File: config.mk
export PLATFORM = sky130hd
export DESIGN_NAME = sc_stream_decoder_flat
export DESIGN_NICKNAME = d
export VERILOG_FILES = /design/src/rtl/sc_stream_decoder_pkg.sv /design/src/rtl/sc_stream_decoder_if.sv /design/src/rtl/sc_stream_decoder_ones_counter.sv /design/src/rtl/sc_stream_decoder.sv /design/src/flat_wrapper.sv
export SDC_FILE = /design/constraint.sdc
export NUM_CORES = 1
export LEC_CHECK = 0
export BUFFER_PORTS_ARGS = -buffer_cell sky130_fd_sc_hd__buf_2
export CORE_UTILIZATION = 58
export CTS_BUF_LIST = sky130_fd_sc_hd__clkbuf_8 sky130_fd_sc_hd__clkbuf_16
export DETAILED_ROUTE_END_ITERATION = 10
export PLACE_DENSITY = 0.86
export SYNTH_ARGS = -nofsm -noshare
export SYNTH_HDL_FRONTEND = slang
export SYNTH_SLANG_ARGS = --single-unit
export TNS_END_PERCENT = 50
File: constraint.sdc
create_clock -name clk -period 3.78 [get_ports clk]
set_input_delay 0.189 -clock clk [delete_from_list [all_inputs] [get_ports clk]]
set_output_delay 0.189 -clock clk [all_outputs]
set_load 0.02 [all_outputs]
File: src/rtl/sc_stream_decoder_pkg.sv
// Shared types and helpers for the stochastic bitstream decoder.
package sc_pkg;

    typedef enum logic [1:0] {
        ST_IDLE,
        ST_LOAD,
        ST_RUN,
        ST_DONE
    } state_t;

    localparam int DEF_N   = 7;
    localparam int DEF_LEN = 2**DEF_N - 1;

    function automatic int clog2(input int v);
        int r;
        r = 0;
        while ((1 << r) < v) r++;
        return r;
    endfunction

endpackage

File: src/rtl/sc_stream_decoder_if.sv
// Generator control and result handshake bundle of the stream decoder.
interface sc_stream_decoder_if #(
    parameter int N  = 7,
    parameter int CW = N + 1
) ();
    logic          gen_load;
    logic          gen_enable;
    logic [N-1:0]  gen_seed;
    logic          x_in;
    logic [CW-1:0] result;
    logic          result_valid;
    logic          result_ready;

    modport master (
        output gen_load, gen_enable, gen_seed, result, result_valid,
        input  x_in, result_ready
    );

    modport slave (
        input  gen_load, gen_enable, gen_seed, result, result_valid,
        output x_in, result_ready
    );
endinterface

File: src/rtl/sc_stream_decoder_ones_counter.sv
// Window accumulator: counts ones and elapsed cycles, flags the last window cycle.
module sc_ones_counter #(
    parameter int CW  = 8,
    parameter int CYW = 7,
    parameter int LEN = 127
) (
    input  logic          clk,
    input  logic          rst_n,
    input  logic          clr,
    input  logic          en,
    input  logic          x,
    output logic [CW-1:0] count_next,
    output logic          tc
);
    logic [CW-1:0]  ones_cnt;
    logic [CYW-1:0] cyc_cnt;

    // count_next already includes the current sample so the final cycle is not lost
    assign count_next = ones_cnt + CW'(x);
    assign tc         = (cyc_cnt == CYW'(LEN - 1));

    always_ff @(posedge clk or negedge rst_n) begin
        if (!rst_n) begin
            ones_cnt <= '0;
            cyc_cnt  <= '0;
        end else if (clr) begin
            ones_cnt <= '0;
            cyc_cnt  <= '0;
        end else if (en) begin
            ones_cnt <= count_next;
            cyc_cnt  <= cyc_cnt + CYW'(1);
        end
    end
endmodule

File: src/rtl/sc_stream_decoder.sv
// Sequences an LFSR stochastic generator over one window and reports the ones count.
//   state   | meaning
//   ST_IDLE | waiting for start
//   ST_LOAD | generator loads captured seed
//   ST_RUN  | generator enabled, LEN samples accumulated
//   ST_DONE | result presented until result_ready
module sc_stream_decoder
    import sc_pkg::*;
#(
    parameter int N   = DEF_N,
    parameter int LEN = 2**N - 1,
    parameter int CW  = N + 1
) (
    input  logic         clk,
    input  logic         rst_n,
    input  logic         start,
    input  logic [N-1:0] seed_in,
    input  logic         clear,
    output logic         busy,
    sc_stream_decoder_if.master bus
);
    localparam int CYW = clog2(LEN + 1);

    state_t        state;
    logic [N-1:0]  seed_q;
    logic [CW-1:0] result_q;
    logic          valid_q;
    logic          load_q;
    logic          enable_q;
    logic [CW-1:0] count_next;
    logic          tc;

    sc_ones_counter #(
        .CW  (CW),
        .CYW (CYW),
        .LEN (LEN)
    ) u_cnt (
        .clk        (clk),
        .rst_n      (rst_n),
        .clr        (clear || (state == ST_LOAD)),
        .en         (state == ST_RUN),
        .x          (bus.x_in),
        .count_next (count_next),
        .tc         (tc)
    );

    // Outputs are updated together with the state so they always match the next state.
    always_ff @(posedge clk or negedge rst_n) begin
        if (!rst_n) begin
            state    <= ST_IDLE;
            seed_q   <= '0;
            result_q <= '0;
            valid_q  <= 1'b0;
            load_q   <= 1'b0;
            enable_q <= 1'b0;
            busy     <= 1'b0;
        end else if (clear) begin
            state    <= ST_IDLE;
            valid_q  <= 1'b0;
            load_q   <= 1'b0;
            enable_q <= 1'b0;
            busy     <= 1'b0;
        end else begin
            case (state)
                ST_IDLE: begin
                    if (start) begin
                        seed_q <= seed_in;
                        state  <= ST_LOAD;
                        load_q <= 1'b1;
                        busy   <= 1'b1;
                    end
                end
                ST_LOAD: begin
                    state    <= ST_RUN;
                    load_q   <= 1'b0;
                    enable_q <= 1'b1;
                end
                ST_RUN: begin
                    if (tc) begin
                        result_q <= count_next;
                        valid_q  <= 1'b1;
                        enable_q <= 1'b0;
                        state    <= ST_DONE;
                    end
                end
                ST_DONE: begin
                    if (bus.result_ready) begin
                        valid_q <= 1'b0;
                        busy    <= 1'b0;
                        state   <= ST_IDLE;
                    end
                end
                default: begin
                    state    <= ST_IDLE;
                    valid_q  <= 1'b0;
                    load_q   <= 1'b0;
                    enable_q <= 1'b0;
                    busy     <= 1'b0;
                end
            endcase
        end
    end

    assign bus.gen_load     = load_q;
    assign bus.gen_enable   = enable_q;
    assign bus.gen_seed     = seed_q;
    assign bus.result       = result_q;
    assign bus.result_valid = valid_q;
endmodule

File: src/flat_wrapper.sv
// flat-port wrapper written by rule: the top's interface ports become plain ports
module sc_stream_decoder_flat import sc_pkg::*;
#(
    parameter int N   = DEF_N,
    parameter int LEN = 2**N - 1,
    parameter int CW  = N + 1
)
  (clk, rst_n, start, seed_in, clear, busy, bus_gen_load, bus_gen_enable, bus_gen_seed, bus_result, bus_result_valid, bus_x_in, bus_result_ready);
  sc_stream_decoder_if #(.N(N), .CW(CW)) bus_i ();
  input  logic clk;
  input  logic rst_n;
  input  logic start;
  input  logic [N-1:0] seed_in;
  input  logic clear;
  output logic busy;
  output wire logic [$bits(bus_i.gen_load)-1:0] bus_gen_load;
  output wire logic [$bits(bus_i.gen_enable)-1:0] bus_gen_enable;
  output wire logic [$bits(bus_i.gen_seed)-1:0] bus_gen_seed;
  output wire logic [$bits(bus_i.result)-1:0] bus_result;
  output wire logic [$bits(bus_i.result_valid)-1:0] bus_result_valid;
  input wire logic [$bits(bus_i.x_in)-1:0] bus_x_in;
  input wire logic [$bits(bus_i.result_ready)-1:0] bus_result_ready;
  assign bus_gen_load = bus_i.gen_load;
  assign bus_gen_enable = bus_i.gen_enable;
  assign bus_gen_seed = bus_i.gen_seed;
  assign bus_result = bus_i.result;
  assign bus_result_valid = bus_i.result_valid;
  assign bus_i.x_in = bus_x_in;
  assign bus_i.result_ready = bus_result_ready;
  sc_stream_decoder #(.N(N), .LEN(LEN), .CW(CW)) u_core (.clk(clk), .rst_n(rst_n), .start(start), .seed_in(seed_in), .clear(clear), .busy(busy), .bus(bus_i));
endmodule
==> summary.md <==
| Metric | Value |
|---|---|
| Avg Cell Area, Syn | `10.6 sq um` |
| Flop pwr share | `42.6%` |
| GR Layer Usage met2 | `between 30% and 40%` |
| Max H-tree Level | `2` |
| Area growth, synth to finish | `15.6%` |
| Distinct cell type count after synthesis | `28` |
| All-Layer GR Usage | `23.3%` |
| CP endpoint | `u_core.bus.result[2]$_DFFE_PN0P_` |
| Final TNS setup | `0 ps` |
| Routed WL | `3400 um` |
| CP required | `3940 ps` |
| Max stage delay on crit path | `680 ps` |
| CTS tree | `done` |
| Ys Warns | `0` |
| Critical path's slowest cell | `or4_1` |
| R2r worst-path depth | `6` |
| Clock Path Buffers | `2` |
| Antenna violations before repair | `0` |
| Worst setup path class | `reg -> reg` |
| Largest net degree at the start of global routing | `37` |
| Drt initial violations | `46` |
| Status | `finished, violations left` |
| Setup violations, final | `0` |
| FF-to-FF setup slack | `1530 ps` |
| Gr busiest metal | `met2` |
| Mapped cell area | `0.00174 sq mm` |
| Hold WS | `133 ps` |
| CP arrival | `2410 ps` |
| Vias in the first global route | `1289` |
| Share of cells above drive strength 1 | `25.6%` |
| # DRC | `4` |
| Tot Pwr | `1.18 mW` |
| Commonest non-fill, non-tap cell in the layout | `dfrtp_1` |
| WL/cell | `14.8 um` |
| Failing checks | `design-rule violations` |
| Final Wtd Congestion | `0.784` |
| Commonest cells after routing, fill and taps aside | `dfrtp_1 (36), buf_2 (31), nand2_1 (18)` |
| Nets | `220` |
| Area leader, netlist | `dfrtp_1` |
| Synth async-reset ratio | `100%` |
| Drt pass-1 iters | `7` |
| Fin. Hold Viols | `0` |
| Die Height | `56.8 um` |
| Detailed placement HPWL | `between 2000 and 2500 um` |
| Slew at the pin closest to its max-slew limit | `769 ps` |
| Global-route wire length before repair | `between 5000 and 6000 um` |
| Initial Utilization | `62.1%` |
| N_diodes | `0` |
| Worst setup EP type | `flip-flop` |
| P_leak | `0.984 nW` |
| RSZ-0062 raised after global routing | `false` |
| Switch Pwr | `approximately 430 uW` |
| Routed Antenna Nets | `0` |
| I/O pin cnt | `32` |
| Clock-pin transition on the worst setup and hold timing paths | `70 ps` |
| Worst Path Max Fanout | `16` |
| Seq/Total Area, Yosys | `about half` |
| Fillcell total | `206` |
| Gr ovfl total | `0` |
| Internal power | `between 700 and 800 uW` |
| Worst-skew pair later-pin latency | `between 200 and 300 ps` |
| Number of max-cap violations | `0` |
| Startpoint class of the critical path | `flip-flop` |
| Clk root buf | `clkbuf_8` |
| Rel. slew slack | `48.7%` |
| Mean number of vias per cell | `5.67` |
| Worst hold path class | `in -> reg` |
| Die extent in x | `56.8 um` |
| Port Buffer Count | `31` |
| Post-synth EDFFs | `0` |
| FF-to-FF End | `u_core.bus.result[2]$_DFFE_PN0P_` |
| Vias | `1304` |
| Ys flop type | `dfrtp_1` |
| Critical-path cell list | `inv_1, ha_1, nand2_2, or4_1, nand2_1, o21ai_1` |
| Clock sinks | `36` |
| Area contributors post-synth | `dfrtp_1 (52%), ha_1 (6.5%), mux2_2 (6.5%)` |
| Period utilisation layout | `about three fifths` |
| Mapped Nets | `187` |
| GRT met1 Usage | `between 20% and 30%` |
| Min cycle time layout | `2250 ps` |
| Clk pwr share | `23.4%` |
| Flops & latches, synth | `36` |
| Num CTS Buffers | `5` |
| Final slew viol count | `0` |
| Post-synth top area share | `51.7%` |
| CP startpoint | `u_core.state[0]$_DFFE_PN0P_` |
| Combinational power share | `34.0%` |
| Worst r2r src | `u_core.state[0]$_DFFE_PN0P_` |
| Clock Skew | `14.0 ps` |
| Die area | `0.00323 sq mm` |
| Rows | `19` |
| Power Density | `between 500 and 600 mW/mm^2` |
| Max IR drop VDD | `between 0.4 and 0.5 mV` |
| Placeable core area | `between 0.002 and 0.003 sq mm` |
| Fmax | `444 MHz` |
| Post-synthesis instance total | `about 170` |
| Sw Share | `36.0%` |
| M3 GR Usage | `5.76%` |
==> stage by stage <==
step / util, % / worst slack, ps / instance area (sq um) / instances
after floorplan: - / 2040 / 1740 / 165
after global placement: 68.2 / 1690 / 1910 / 221
after detailed placement: 68.2 / 1570 / 1910 / 221
after CTS: 71.9 / 1540 / 2020 / 230
after global routing: 71.9 / 1420 / 2020 / 230
final: 71.9 / 1530 / 2020 / 230
==> power by group through the flow <==
stage / Combinational [mW] / Sequential [mW] / Clock [mW]
floorplan: 0.214 / 0.576 / 0
global placement: 0.381 / 0.504 / 0
detailed placement: 0.401 / 0.511 / 0
CTS: 0.405 / 0.505 / 0.284
global route: 0.444 / 0.513 / 0.299
finish: 0.402 / 0.504 / 0.277
==> what timing repair did <==
action	4_1_cts	5_1_grt
buffers inserted	0	0
endpoints found under the hold margin	10	0
resized for setup	0	0
hold buffers	1	0
==> layout make-up <==
cell class / instances / area [sq um] / area share [%]
clock buffer: 6 / 82.6 / 4.10
clock inverter: 2 / 11.3 / 0.559
inverter: 5 / 18.8 / 0.931
multi-input combinational: 118 / 798 / 39.6
sequential: 36 / 901 / 44.7
tap: 31 / 38.8 / 1.92
timing repair buffer: 32 / 165 / 8.19
==> kinds of logic after synthesis <==
logic type	count (synthesis)	synth area share, %
simple gates	58	16.2
flops	36	51.7
compound gates	25	8.47
xor+xnor	14	7.03
mux	12	7.61
buf+inv	11	2.51
fa+ha+maj	9	6.46
==> cells in the mapped netlist, types with 2 or more instances <==
master,count
mux2_2,10
nand3_1,7
mux2i_1,2
xnor2_1,4
nor2_1,17
a21o_1,2
clkbuf_1,4
o21ai_0,4
xor2_1,10
o21ai_1,4
nand2b_1,2
ha_1,9
dfrtp_1,36
or3_1,4
inv_1,5
a211oi_1,4
a21oi_1,9
nand2_1,18
nand4_1,5
==> flip-flops by register name (all words and copies together) (netlist names) <==
name,count
u_core.bus.gen_enable,1
u_core.bus.result_valid,1
u_core.u_cnt.ones_cnt,8
u_core.bus.gen_load,1
u_core.busy,1
u_core.u_cnt.cyc_cnt,7
u_core.state,2
u_core.bus.gen_seed,7
u_core.bus.result,8
==> worst min-delay path by stage <==
| stage | start | to | slack [ps] | cells after the start |
|---|---|---|---|---|
| detailed placement | rst_n | u_core.u_cnt.cyc_cnt[4]$_DFFE_PN0P_ | 310 | 1 |
| global placement | rst_n | u_core.u_cnt.cyc_cnt[5]$_DFFE_PN0P_ | 290 | 1 |
| global route | seed_in[5] | u_core.bus.gen_seed[5]$_DFFE_PN0P_ | 130 | 2 |
| floorplan | rst_n | u_core.bus.gen_enable$_DFFE_PN0P_ | -110 | 0 |
| finish | seed_in[0] | u_core.bus.gen_seed[0]$_DFFE_PN0P_ | 130 | 2 |
| CTS | seed_in[6] | u_core.bus.gen_seed[6]$_DFFE_PN0P_ | 130 | 2 |
==> worst max-delay path, delay by kind of cell, from the launching register on <==
kind            cells  cell delay (ps)
flops               1              420
fa+ha+maj           1              560
compound gates      1               70
buf+inv             1              130
simple gates        3              960
==> layer usage <==
metal	share of wire [%]	up-vias	wire length (um)
met2	52	35	1770
li1	-	634	-
met4	1.3	0	45
met1	43	628	1450
met3	4.0	7	136
met5	0	-	0
Note: power is estimated with default switching activity, not from simulation.
